==> src/rtl/seg_calc_pkg.sv <==
// Shared types and constants for the seg_calc add/multiply display sequencer.
// Optional leading-zero blanking is enabled by defining SEG_CALC_BLANK_EN.
package seg_calc_pkg;

    typedef enum logic [1:0] {
        IDLE    = 2'd0,
        COMPUTE = 2'd1,
        CONVERT = 2'd2,
        HOLD    = 2'd3
    } state_t;

    localparam logic OP_ADD = 1'b0;
    localparam logic OP_MUL = 1'b1;

    localparam logic [3:0] BCD_BLANK = 4'hF;

    localparam int DEC_STEP = 10;

endpackage

==> src/rtl/seg_calc_rr_arb.sv <==
// Two-way round-robin arbiter; the pointer names the favoured requester and
// moves to the other requester whenever a grant is taken.
module seg_calc_rr_arb (
    input  logic       clk,
    input  logic       rst,
    input  logic [1:0] req,
    input  logic       advance,
    output logic [1:0] grant,
    output logic       winner
);

    logic ptr;

    // Pick the winner: a sole requester always wins, a tie goes to the pointer.
    always_comb begin
        winner = ptr;
        grant  = 2'b00;
        if (req == 2'b01) begin
            winner = 1'b0;
        end else if (req == 2'b10) begin
            winner = 1'b1;
        end
        if (|req) begin
            grant[winner] = 1'b1;
        end
    end

    // Favour the requester that was not granted last.
    always_ff @(posedge clk) begin
        if (rst) begin
            ptr <= 1'b0;
        end else if (advance && (|req)) begin
            ptr <= ~winner;
        end
    end

endmodule

==> src/rtl/seg_calc_sched.sv <==
// Arbitrated add/multiply sequencer with iterative BCD conversion and display hold.
// Define SEG_CALC_BLANK_EN to blank the tens digit for results below ten.
module seg_calc_sched
    import seg_calc_pkg::*;
#(
    parameter int OPW         = 3,
    parameter int HOLD_CYCLES = 1000
) (
    input  logic           clk,
    input  logic           rst,
    input  logic [1:0]     req,
    input  logic [OPW-1:0] op_a0,
    input  logic [OPW-1:0] op_b0,
    input  logic           mode0,
    input  logic [OPW-1:0] op_a1,
    input  logic [OPW-1:0] op_b1,
    input  logic           mode1,
    output logic [1:0]     gnt,
    output logic           busy,
    output logic           owner,
    output logic [3:0]     tens,
    output logic [3:0]     ones,
    output logic           disp_valid,
    output logic           done
);

    localparam int RW  = 2 * OPW;
    localparam int HCW = $clog2(HOLD_CYCLES + 1);

    state_t          state;
    logic [OPW-1:0]  op_a;
    logic [OPW-1:0]  op_b;
    logic            mode;
    logic [RW-1:0]   rem;
    logic [3:0]      count;
    logic [HCW-1:0]  hold_cnt;

    logic [1:0]      arb_grant;
    logic            arb_winner;
    logic            arb_take;
    logic [RW-1:0]   sum;
    logic [RW-1:0]   prod;
    logic [3:0]      tens_next;

    assign arb_take = (state == IDLE);
    assign busy     = (state != IDLE);

    seg_calc_rr_arb u_arb (
        .clk     (clk),
        .rst     (rst),
        .req     (req),
        .advance (arb_take),
        .grant   (arb_grant),
        .winner  (arb_winner)
    );

    assign sum  = RW'(op_a) + RW'(op_b);
    assign prod = RW'(op_a) * RW'(op_b);

`ifdef SEG_CALC_BLANK_EN
    assign tens_next = (count == 4'd0) ? BCD_BLANK : count;
`else
    assign tens_next = count;
`endif

    // Main sequencer: grant, compute, divide-by-subtraction, then hold digits.
    always_ff @(posedge clk) begin
        if (rst) begin
            state      <= IDLE;
            gnt        <= 2'b00;
            owner      <= 1'b0;
            tens       <= 4'd0;
            ones       <= 4'd0;
            disp_valid <= 1'b0;
            done       <= 1'b0;
            op_a       <= '0;
            op_b       <= '0;
            mode       <= OP_ADD;
            rem        <= '0;
            count      <= 4'd0;
            hold_cnt   <= '0;
        end else begin
            gnt  <= 2'b00;
            done <= 1'b0;
            unique case (state)
                IDLE: begin
                    if (|req) begin
                        gnt        <= arb_grant;
                        owner      <= arb_winner;
                        op_a       <= arb_winner ? op_a1 : op_a0;
                        op_b       <= arb_winner ? op_b1 : op_b0;
                        mode       <= arb_winner ? mode1 : mode0;
                        disp_valid <= 1'b0;
                        state      <= COMPUTE;
                    end
                end
                COMPUTE: begin
                    rem   <= (mode == OP_MUL) ? prod : sum;
                    count <= 4'd0;
                    state <= CONVERT;
                end
                CONVERT: begin
                    if (int'(rem) >= DEC_STEP) begin
                        rem   <= rem - RW'(DEC_STEP);
                        count <= count + 4'd1;
                    end else begin
                        tens       <= tens_next;
                        ones       <= 4'(rem);
                        done       <= 1'b1;
                        disp_valid <= 1'b1;
                        hold_cnt   <= HCW'(1);
                        state      <= HOLD;
                    end
                end
                HOLD: begin
                    if (hold_cnt == HCW'(HOLD_CYCLES)) begin
                        hold_cnt <= '0;
                        state    <= IDLE;
                    end else begin
                        hold_cnt <= hold_cnt + HCW'(1);
                    end
                end
            endcase
        end
    end

endmodule
==> config.mk <==
export PLATFORM = sky130hd
export DESIGN_NAME = seg_calc_sched
export DESIGN_NICKNAME = d
export VERILOG_FILES = /design/src/rtl/seg_calc_pkg.sv /design/src/rtl/seg_calc_rr_arb.sv /design/src/rtl/seg_calc_sched.sv
export SDC_FILE = /design/constraint.sdc
export NUM_CORES = 1
export LEC_CHECK = 0
export CORE_MARGIN = 8
export CORE_UTILIZATION = 59
export DETAILED_ROUTE_END_ITERATION = 10
export HOLD_SLACK_MARGIN = 0.12
export MAX_ROUTING_LAYER = met4
export PLACE_DENSITY = 0.85
export SYNTH_ARGS = -nofsm -noshare
export SYNTH_HDL_FRONTEND = slang
export SYNTH_SLANG_ARGS = --single-unit
==> constraint.sdc <==
create_clock -name clk -period 3.57 [get_ports clk]
set_input_delay 0.714 -clock clk [delete_from_list [all_inputs] [get_ports clk]]
set_output_delay 0.714 -clock clk [all_outputs]
set_load 0.02 [all_outputs]
==> metrics <==
status=completed; drt pass-1 iters=4; initial drt markers=145; Congestion Overflow GR=0; largest stage delay on the critical path=between 500 and 600 ps; internal power=1.03 mW; Post-synth EDFFs=0; switch share=roughly 39%; Reg power frac=a little under two fifths; Yosys Warn Count=0; RSZ-0062 raised after global routing=false; fin. max-slew vios=0; layout cells sized above 1=between 4 and 5%; post-DP HPWL=3790 um; final period utilization=roughly 75%; worst skew pair latency=300 ps; slew at the pin closest to its max-slew limit=620 ps; Vias/cell=a little under 6; maximum clock frequency=about 370 MHz; Post-Place Worst Slack=1170 ps; Rows=23; cells after synthesis=267; post_cts resized=0; delay-heaviest family, CP=buffers and inverters; CP Class=flip-flop to output port; Die H=79.1 um; buffers plus inverters on the worst setup path=3; Routed WL=5220 um; first-pass GRT wire length=8980 um; clock sinks=43; largest net degree at the start of global routing=32; r2r setup slk=1210 ps; Avg Cell Area, Syn=8.79 um^2; Arr. time, crit path=1980 ps; # fillers=317; sequential-to-total area share from yosys stat=36.7%; leak pwr=1.08 nW; Reg clk slew, reported paths=80 ps; Critical Path RT=about 2900 ps; Setup Buffers After CTS=0; ANT cells=0; clock share of power=21.5%; CTS Buf Count=5; Routed WL per cell=about 15 um; Synth Flop Type=dfxtp_1; Fin Clk Skew=6.75 ps; crit-path most repeated cell=inv_1; Sw Pwr=between 0.6 and 0.7 mW; Async SR Flop Fraction=0%; final worst slack=877 ps; Max IR drop VDD=0.336 mV; Slowest-stage cell, CP=clkdlybuf4s50_1; fin util=~70%; HP Class=flip-flop to flip-flop; DRC=0; initial antenna violation count=0; initial core utilization=59.9%; Mapped Nets=about 310; endpoints failing setup=0; Max-slew headroom=58.4%; #FFs+latches synth=43; Detail Route Antenna Nets=0; Port Buffer Count=31; Die X=about 80 um; root buf cell=clkbuf_8; vias in the first global route=2020; CTS H-tree depth=2; CTS tree=done; crit path max fanout=14; setup TNS=0 ps; Nets=334; vias post-DR=2058; endpoint class of the critical path=output port; total power=1.69 mW; total of max-cap violations=0; hold buffers post-CTS=0; Die ar.=6250 um^2; area grow syn2layout=18.8%; CP Launch Type=flip-flop; Logic pwr share=a little over two fifths; Clock Path Buffers=2; Tot GR Track Use=18.0%; Cell Pwr Density=606 nW/um^2; number of distinct library cells after synthesis=48; cell breakdown of the critical path=inv_1, ha_1, inv_1, clkdlybuf4s50_1; num ports=32; RePlAce Congestion=0.819; final hold violations=0; synthesized area=2350 um^2; Core ar.=3910 um^2; Final Critical Period=roughly 2700 ps
-- path summary, 6_finish.rpt --
path,start,to,depth (start not counted)
worst max-delay path,state[1],busy,4
worst min register to register,tens[3],tens[3],2
worst min-delay path,tens[3],tens[3],2
worst max register to register,op_b[1],rem[4],10
-- placed cells by master, fill, tap and decap left out, drive strengths merged, types with 8 or more instances in the layout --
master	instances
clkdlybuf4s50	31
nand3	8
ha	19
inv	17
nor2	21
mux2i	9
a21oi	21
o21ai	12
dfxtp	43
nand2	22
-- cell type report --
| cell class | count | area (um^2) | area share (%) |
|---|---|---|---|
| clock buffers | 6 | 72.6 | 2.60 |
| well taps | 50 | 62.6 | 2.24 |
| multi-input cells | 195 | 1370 | 49.2 |
| clock inverters | 1 | 30.0 | 1.08 |
| inverters | 17 | 63.8 | 2.29 |
| flip-flops and latches | 43 | 861 | 30.9 |
| repair buffers | 33 | 325 | 11.7 |
-- power groups by stage --
| stage | combinational, mW | sequential, mW | clock (mW) |
|---|---|---|---|
| 2_1_floorplan | 0.506 | 0.627 | 0 |
| 5_1_grt | 0.784 | 0.633 | 0.392 |
| 3_3_place_gp | 0.676 | 0.629 | 0 |
| 4_1_cts | 0.702 | 0.621 | 0.368 |
| 6_report | 0.706 | 0.621 | 0.363 |
| 3_5_place_dp | 0.696 | 0.633 | 0 |
-- cells by family (layout without fill, tap and decap cells) --
logic type / after synthesis / in the layout / share of synthesized area, %
muxes: 9 / 9 / 3.84
and+or+nand+nor: 87 / 87 / 19.3
AOI/OAI and AO/OA: 75 / 75 / 22.5
xor gates and xnor gates: 3 / 3 / 1.12
DFF: 43 / 43 / 36.7
buffers and inverters: 29 / 57 / 4.80
adders and majority gates: 21 / 21 / 11.8
-- Yosys cell counts, types with 3 or more instances --
| master | count | share of area (%) |
|---|---|---|
| o31ai_1 | 5 | 1.6 |
| or4_1 | 7 | 2.2 |
| o21ai_0 | 9 | 1.9 |
| clkbuf_1 | 9 | 1.4 |
| and2_1 | 6 | 1.6 |
| and3_1 | 3 | 0.80 |
| a31oi_1 | 5 | 1.3 |
| ha_1 | 19 | 10 |
| mux2i_1 | 9 | 3.8 |
| a21oi_1 | 21 | 4.5 |
| a22oi_1 | 7 | 2.2 |
| buf_2 | 3 | 0.64 |
| nand2_1 | 22 | 3.5 |
| dfxtp_1 | 43 | 37 |
| or3_1 | 4 | 1.1 |
| nor2_1 | 20 | 3.2 |
| inv_1 | 17 | 2.7 |
| a32o_1 | 7 | 3.0 |
| nand3_1 | 8 | 1.7 |
| nand2b_1 | 3 | 0.80 |
| nor3_1 | 3 | 0.64 |
-- registers in the layout, summed over array words and instances (netlist names) --
| signal | cells |
|---|---|
| op_b | 3 |
| count | 4 |
| mode | 1 |
| state | 2 |
| u_arb.ptr | 1 |
| tens | 4 |
| rem | 6 |
| op_a | 3 |
| owner | 1 |
| disp_valid | 1 |
| ones | 4 |
| gnt | 2 |
| done | 1 |
| hold_cnt | 10 |
-- worst register-to-register path: cells and delay by family, from the launching register on --
kind / cells / cell delay, ps
AOI/OAI and AO/OA: 2 / 320
and+or+nand+nor: 1 / 70
buffers and inverters: 1 / 60
xor gates and xnor gates: 2 / 270
adders and majority gates: 4 / 1060
DFF: 1 / 460
-- stage by stage --
stage / instances / hold slack (ps) / area, um^2
floorplan: 267 / 431 / 2350
global placement: 338 / 446 / 2690
detailed placement: 338 / 453 / 2690
CTS: 345 / 464 / 2790
global route: 345 / 471 / 2790
finish: 345 / 459 / 2790
-- per-layer routing --
layer	up-vias	track usage [%]	part of all wire, %
met1	991	19.8	43
met3	9	3.72	3.1
met5	-	-	0
met4	0	8.15	2.2
li1	1030	-	-
met2	28	30.6	52
(Power assumes the default switching activity.)
